**src/rtl/uart_pkg.sv**
```systemverilog
// Shared definitions for the memory-mapped UART transmitter: register map,
// STATUS layout and the bit-timing FSM state type.
package uart_pkg;

  localparam int unsigned DATA_W = 32;
  localparam int unsigned ADDR_W = 30;
  localparam int unsigned BYTE_W = 8;
  localparam int unsigned DIV_W  = 16;

  localparam logic [1:0] UART_REG_DATA   = 2'd0;
  localparam logic [1:0] UART_REG_STATUS = 2'd1;
  localparam logic [1:0] UART_REG_DIV    = 2'd2;

  localparam int unsigned ST_BUSY      = 0;
  localparam int unsigned ST_FULL      = 1;
  localparam int unsigned ST_EMPTY     = 2;
  localparam int unsigned ST_OVF       = 3;
  localparam int unsigned ST_COUNT_LSB = 8;

  // STATUS word as seen on the bus; field order matches the ST_* positions
  typedef struct packed {
    logic [15:0] rsvd_hi;
    logic [7:0]  count;
    logic [3:0]  rsvd_lo;
    logic        ovf;
    logic        empty;
    logic        full;
    logic        busy;
  } uart_status_t;

  typedef enum logic [1:0] {IDLE, START, DATA, STOP} uart_tx_state_t;

endpackage

```
**src/rtl/uart_tx_mmap_if.sv**
```systemverilog
// mmu device-port bus between the SoC interconnect and the UART peripheral.
interface uart_tx_mmap_if;
  import uart_pkg::*;

  logic              re;
  logic              we;
  logic [DATA_W-1:0] wd;
  logic [31:2]       addr;
  logic [DATA_W-1:0] rd;

  modport master (output re, output we, output wd, output addr, input rd);
  modport slave  (input re, input we, input wd, input addr, output rd);

endinterface

```
**src/rtl/sync_fifo.sv**
```systemverilog
// Single-clock FIFO with wrap-bit pointers so full and empty are distinct.
module sync_fifo #(
  parameter int unsigned WIDTH = 8,
  parameter int unsigned DEPTH = 8
) (
  input  logic                       clk,
  input  logic                       rst_n,
  input  logic                       push,
  input  logic                       pop,
  input  logic [WIDTH-1:0]           wdata,
  output logic [WIDTH-1:0]           rdata,
  output logic                       full,
  output logic                       empty,
  output logic [$clog2(DEPTH):0]     count
);

  localparam int unsigned AW = $clog2(DEPTH);
  localparam int unsigned CW = AW + 1;

  logic [WIDTH-1:0] mem [DEPTH];
  logic [AW:0]      wptr;
  logic [AW:0]      rptr;
  logic             push_ok;
  logic             pop_ok;

  // a push into a full FIFO is dropped even when a pop happens in the same cycle
  assign push_ok = push & ~full;
  assign pop_ok  = pop & ~empty;

  assign count = wptr - rptr;
  assign full  = (count == CW'(DEPTH));
  assign empty = (wptr == rptr);
  assign rdata = mem[rptr[AW-1:0]];

  always_ff @(posedge clk or negedge rst_n) begin
    if (!rst_n) begin
      wptr <= '0;
      rptr <= '0;
    end else begin
      if (push_ok) wptr <= wptr + CW'(1);
      if (pop_ok)  rptr <= rptr + CW'(1);
    end
  end

  always_ff @(posedge clk) begin
    if (push_ok) mem[wptr[AW-1:0]] <= wdata;
  end

endmodule

```
**src/rtl/uart_tx_mmap.sv**
```systemverilog
// Memory-mapped 8N1 UART transmitter: CPU pushes bytes into a FIFO, a
// bit-timing FSM serialises them on tx using a programmable divisor.
module uart_tx_mmap
  import uart_pkg::*;
#(
  parameter int unsigned FIFO_DEPTH  = 8,
  parameter int unsigned DEFAULT_DIV = 278
) (
  input  logic           clk,
  input  logic           reset,
  uart_tx_mmap_if.slave  bus,
  output logic           tx
);

  localparam int unsigned CW = $clog2(FIFO_DEPTH) + 1;

  logic [1:0]        reg_sel;
  logic              wr_data;
  logic              wr_status;
  logic              wr_div;

  logic              fifo_pop;
  logic [BYTE_W-1:0] fifo_rdata;
  logic              fifo_full;
  logic              fifo_empty;
  logic [CW-1:0]     fifo_count;

  logic              ovf;
  logic [DIV_W-1:0]  divisor;

  uart_tx_state_t    state, state_d;
  logic [DIV_W-1:0]  bit_div, bit_div_d;
  logic [DIV_W-1:0]  timer, timer_d;
  logic [2:0]        bit_idx, bit_idx_d;
  logic [BYTE_W-1:0] shreg, shreg_d;
  logic              tx_d;
  logic              start_frame;

  uart_status_t      status;
  logic              unused_bits;

  assign reg_sel   = bus.addr[3:2];
  assign wr_data   = bus.we && (reg_sel == UART_REG_DATA);
  assign wr_status = bus.we && (reg_sel == UART_REG_STATUS);
  assign wr_div    = bus.we && (reg_sel == UART_REG_DIV);

  assign unused_bits = ^{bus.wd[31:16], bus.addr[31:4]};

  sync_fifo #(
    .WIDTH (BYTE_W),
    .DEPTH (FIFO_DEPTH)
  ) u_fifo (
    .clk   (clk),
    .rst_n (reset),
    .push  (wr_data),
    .pop   (fifo_pop),
    .wdata (bus.wd[7:0]),
    .rdata (fifo_rdata),
    .full  (fifo_full),
    .empty (fifo_empty),
    .count (fifo_count)
  );

  // sticky overflow wins over a simultaneous clear
  always_ff @(posedge clk or negedge reset) begin
    if (!reset) begin
      ovf     <= 1'b0;
      divisor <= DIV_W'(DEFAULT_DIV);
    end else begin
      ovf <= (wr_data && fifo_full) || (ovf && !(wr_status && bus.wd[ST_OVF]));
      if (wr_div) divisor <= (bus.wd[15:0] == '0) ? DIV_W'(1) : bus.wd[15:0];
    end
  end

  always_ff @(posedge clk or negedge reset) begin
    if (!reset) begin
      state   <= IDLE;
      bit_div <= DIV_W'(DEFAULT_DIV);
      timer   <= '0;
      bit_idx <= '0;
      shreg   <= '0;
      tx      <= 1'b1;
    end else begin
      state   <= state_d;
      bit_div <= bit_div_d;
      timer   <= timer_d;
      bit_idx <= bit_idx_d;
      shreg   <= shreg_d;
      tx      <= tx_d;
    end
  end

  // next-state logic; tx is registered from the state being entered
  always_comb begin
    state_d     = state;
    bit_div_d   = bit_div;
    timer_d     = timer;
    bit_idx_d   = bit_idx;
    shreg_d     = shreg;
    start_frame = 1'b0;
    tx_d        = 1'b1;

    unique case (state)
      IDLE: begin
        if (!fifo_empty) start_frame = 1'b1;
      end
      START: begin
        if (timer == '0) begin
          state_d   = DATA;
          bit_idx_d = '0;
          timer_d   = bit_div - DIV_W'(1);
        end else begin
          timer_d = timer - DIV_W'(1);
        end
      end
      DATA: begin
        if (timer == '0) begin
          timer_d = bit_div - DIV_W'(1);
          if (bit_idx == 3'd7) begin
            state_d = STOP;
          end else begin
            bit_idx_d = bit_idx + 3'd1;
            shreg_d   = {1'b0, shreg[7:1]};
          end
        end else begin
          timer_d = timer - DIV_W'(1);
        end
      end
      STOP: begin
        if (timer == '0) begin
          if (!fifo_empty) start_frame = 1'b1;
          else             state_d     = IDLE;
        end else begin
          timer_d = timer - DIV_W'(1);
        end
      end
      default: state_d = IDLE;
    endcase

    // divisor is sampled only here, so mid-frame writes apply to the next frame
    if (start_frame) begin
      state_d   = START;
      shreg_d   = fifo_rdata;
      bit_div_d = divisor;
      timer_d   = divisor - DIV_W'(1);
    end

    case (state_d)
      START:   tx_d = 1'b0;
      DATA:    tx_d = shreg_d[0];
      default: tx_d = 1'b1;
    endcase
  end

  assign fifo_pop = start_frame;

  always_comb begin
    status        = '0;
    status.busy   = (state != IDLE) || !fifo_empty;
    status.full   = fifo_full;
    status.empty  = fifo_empty;
    status.ovf    = ovf;
    status.count  = 8'(fifo_count);
  end

  // zero-latency read mux
  always_comb begin
    bus.rd = '0;
    if (bus.re) begin
      case (reg_sel)
        UART_REG_STATUS: bus.rd = status;
        UART_REG_DIV:    bus.rd = DATA_W'(divisor);
        default:         bus.rd = '0;
      endcase
    end
  end

endmodule

```
**src/flat_wrapper.sv**
```systemverilog
// flat-port wrapper written by rule: the top's interface ports become plain ports
module uart_tx_mmap_flat import uart_pkg::*;
#(
  parameter int unsigned FIFO_DEPTH  = 8,
  parameter int unsigned DEFAULT_DIV = 278
)
  (clk, reset, tx, bus_re, bus_we, bus_wd, bus_addr, bus_rd);
  uart_tx_mmap_if bus_i ();
  input  logic clk;
  input  logic reset;
  output logic tx;
  input wire logic [$bits(bus_i.re)-1:0] bus_re;
  input wire logic [$bits(bus_i.we)-1:0] bus_we;
  input wire logic [$bits(bus_i.wd)-1:0] bus_wd;
  input wire logic [$bits(bus_i.addr)-1:0] bus_addr;
  output wire logic [$bits(bus_i.rd)-1:0] bus_rd;
  assign bus_i.re = bus_re;
  assign bus_i.we = bus_we;
  assign bus_i.wd = bus_wd;
  assign bus_i.addr = bus_addr;
  assign bus_rd = bus_i.rd;
  uart_tx_mmap #(.FIFO_DEPTH(FIFO_DEPTH), .DEFAULT_DIV(DEFAULT_DIV)) u_core (.clk(clk), .reset(reset), .bus(bus_i), .tx(tx));
endmodule
```
**config.mk**
```make
export PLATFORM = sky130hd
export DESIGN_NAME = uart_tx_mmap_flat
export DESIGN_NICKNAME = d
export VERILOG_FILES = /design/src/rtl/uart_pkg.sv /design/src/rtl/uart_tx_mmap_if.sv /design/src/rtl/sync_fifo.sv /design/src/rtl/uart_tx_mmap.sv /design/src/flat_wrapper.sv
export SDC_FILE = /design/constraint.sdc
export NUM_CORES = 1
export LEC_CHECK = 0
export CAP_MARGIN = 10
export CELL_PAD_IN_SITES_DETAIL_PLACEMENT = 0
export CELL_PAD_IN_SITES_GLOBAL_PLACEMENT = 1
export CORE_ASPECT_RATIO = 0.9
export CORE_UTILIZATION = 47
export CTS_CLUSTER_DIAMETER = 120
export DETAILED_ROUTE_END_ITERATION = 8
export GPL_ROUTABILITY_DRIVEN = 0
export GPL_TIMING_DRIVEN = 0
export PLACE_DENSITY_LB_ADDON = 0.25
export SLEW_MARGIN = 20
export SYNTH_ARGS = -nofsm -noshare
export SYNTH_HDL_FRONTEND = slang
export SYNTH_SLANG_ARGS = --single-unit
```
**constraint.sdc**
```tcl
create_clock -name clk -period 9.3 [get_ports clk]
set_input_delay 2.79 -clock clk [delete_from_list [all_inputs] [get_ports clk]]
set_output_delay 2.79 -clock clk [all_outputs]
set_load 0.02 [all_outputs]
```
==> qor.yml <==
global_routing:
  grt_pass1_vias: 5081
  grt_max_degree: 58
  grt_pass1_wl_um: 27200
  grt-ovfl-total: 0
  grt_usage_pct: 23.6
  grt_antenna_before_repair: 0
cells_and_area:
  finish.utilization_pct: 58.5
  antenna_cells: 0
  nNetsFinal: 783
  syn_to_final_growth_pct: 19.4
  stdcell_count: 904
  final_area_mm2: 0.00834
  n_fill_cell: 1212
  drive_gt1_share_pct: 16.9
die:
  die-area_mm2: 0.0154
  core.rowCount: 41
  core-area_mm2: 0.0143
  num_io_pins: 99
  initial_core_util_pct: 49.0
  die_h_um: 118
  die_w_um: 131
logic_synthesis:
  async_reset_ff_share_pct: 52.6
  synth_edf_count: 64
  synth_top_area_cell: "edfxtp_1"
  synth.area.top_cells: "edfxtp_1, dfrtp_1, mux4_2"
  netlist-cell-type-count: 65
  syn_avg_cell_area_um2: 11.3
  synth_top_flop_cell: "edfxtp_1"
  synth_top_area_share_pct: 27.5
  syn_inst: 621
  yosysSeqAreaShare_pct: 53.1
  syn_area_mm2: 0.00699
  synth_warnings: 0
  synth_seq_cells: 135
clock_tree:
  clk_pin_slew_worst_paths_ns: 0.06
  hold_buffers: 0
  insertion_delay_ns: 0.42
  clock_sinks: 135
  cts-htree-levels: 4
  cts_buffers: 17
  cts_root_buffer: "clkbuf_16"
  ctsLongestPathBuffers: 2
  postCtsSetupRepairBufs: 0
  tritoncts: "done"
  ctsResizeCount: 0
detailed_routing:
  firstDrtPassIters: 7
  wl_per_cell_um: 18.5
  via_per_inst: 5.63
  wirelength_um: 16800
  vias: 5093
  drc: 0
  ant_nets: 0
  drt_iter0_markers: 443
worst_setup_path:
  crit_type: "input pin to output port"
  cp.required_ns: 6.51
  worstSetupEndpointType: "output port"
  worstSetupStartpointType: "input pin"
  r2r_cells: 10
  cp.arrival_ns: 4.97
  path_max_fanout: 10
worst_hold_path:
  hp-class: "flop to flop"
  holdPathStages: 1
sta:
  drv_slew: 0
  tightest_slew_ns: 0.750
  setup_tns_ns: 0
  fin_crit_ns: 7.76
  slew_headroom_pct: 49.7
  hold_viol: 0
  clock_skew_ns: 0.00832
  fmax_mhz: 129
  rsz0062_at_grt: "false"
  setup_violations: 0
  fin_crit_sh_pct: 83.4
pwr:
  power.density_mw_per_mm2: 307
  vdd_drop_max_uv: 247
  power.leakage_nw: 3.30
placed_design:
  port-buffer-count: 38
  dp_cells: 872
  place_area_mm2: 0.00775
  dp_hpwl_um: 12100
run:
  maxCapViolCount: 0
outcome:
  status: "finished clean"
==> state kept, by name (all words and copies together), names as in the netlist <==
name and count:
u_core.timer 16, u_core.u_fifo.wptr 4, u_core.bit_div 16, u_core.bit_idx 3, u_core.state 2, u_core.tx 1, u_core.u_fifo.rptr 4, u_core.u_fifo.mem 64
u_core.shreg 8, u_core.divisor 16, u_core.ovf 1
==> worst paths after layout <==
path	startpoint	end	slack [ns]
worst max register to register	u_core.u_fifo.rptr[1]	u_core.u_fifo.mem[4][6]	5.03
worst min-delay path	u_core.u_fifo.wptr[3]	u_core.u_fifo.wptr[3]	0.49
worst max-delay path	bus_addr[0]	bus_rd[1]	1.54
min in group asynchronous	reset	u_core.timer[9]	2.22
max in group asynchronous	reset	u_core.bit_div[1]	6.46
worst min register to register	u_core.u_fifo.wptr[3]	u_core.u_fifo.wptr[3]	0.49
==> critical path, stage by stage <==
cell	delay, ns
clkdlybuf4s50_1	0.43
inv_1	0.09
ha_1	0.14
clkbuf_1	0.26
clkbuf_1	0.35
nand2_1	0.10
a21oi_1	0.18
clkdlybuf4s50_1	0.63
==> synth_stat cells, types with 3 or more instances <==
master and n:
nor3_1 19, o21ai_0 21, nand3_1 11, o21ai_1 6
mux2_2 16, a31oi_1 7, or4_1 4, a311oi_1 4
xnor2_1 23, a22oi_1 9, a211oi_1 5, a211o_1 3
buf_2 6, a22o_1 4, nor3b_1 3, o211ai_1 6
o31ai_1 3, nand2_1 96, and2_1 3, buf_4 17
clkbuf_1 20, or3_1 6, xor2_1 17, edfxtp_1 64
dfrtp_1 62, nor2_1 35, inv_1 17, ha_1 18
dfstp_2 9, nor4_1 13, and3_1 15, mux2i_1 4
nand2b_1 3, nor2b_1 4, mux4_2 16, nand4_1 6
a21oi_1 12
==> stage by stage <==
step                      setup WS, ns  total power, mW  hold slack, ns
after floorplan                   2.65             1.60           0.449
after global placement            1.55             1.86           0.469
after detailed placement          1.55             1.90           0.476
after CTS                         1.53             2.56           0.486
after global routing              1.38             2.73           0.499
final                             1.54             2.56           0.491
==> report_power, final <==
group / internal (mW) / leakage (nW) / total, mW / switching, mW
clock network: 0.379 / 0.283 / 0.659 / 0.280
logic: 0.398 / 1.59 / 0.990 / 0.592
registers: 0.775 / 1.43 / 0.916 / 0.141
total: 1.55 / 3.30 / 2.56 / 1.01
==> logic make-up after synthesis <==
group                      count (synthesis)  share of synthesized area (%)
DFF                                      135                           53.1
muxes                                     36                           8.31
other                                      1                         0.0537
buffers and inverters                     62                           4.35
and+or+nand+nor                          235                           16.8
adders and majority gates                 19                           3.51
xor gates and xnor gates                  40                           5.01
AOI/OAI and AO/OA                         93                           8.88
==> layout by cell type (no fill, tap or decap), drive strengths merged, types with 5 or more instances in the layout <==
master,n
dfrtp,62
nor2,35
mux4,16
xor2,17
or4,5
and3,15
o211ai,6
conb,16
clkbuf,37
buf,30
a31oi,7
edfxtp,64
ha,18
nor4,14
dfstp,9
clkinv,6
clkdlybuf4s50,37
nand4,6
a21oi,12
nand2,96
a22oi,9
mux2,16
o21ai,27
nor3,21
a211oi,5
or3,7
inv,24
xnor2,23
nand3,11
==> per-layer routing <==
metal | GRT usage, % | share of wire [%]
met5 | 0 | 0
met4 | 7.40 | 1.3
met3 | 5.32 | 6.2
met2 | 35.5 | 46
met1 | 34.0 | 46
==> final cells by class <==
cell class / instances / area (um^2) / area share (%)
Buffer: 44 / 236 / 2.83
Multi-Input combinational cell: 439 / 3070 / 36.8
Timing Repair Buffer: 43 / 430 / 5.16
Clock inverter: 15 / 161 / 1.93
Inverter: 18 / 67.6 / 0.810
Clock buffer: 17 / 425 / 5.10
Tap cell: 193 / 241 / 2.89
Sequential cell: 135 / 3710 / 44.5
Note: power is estimated with default switching activity, not from simulation.
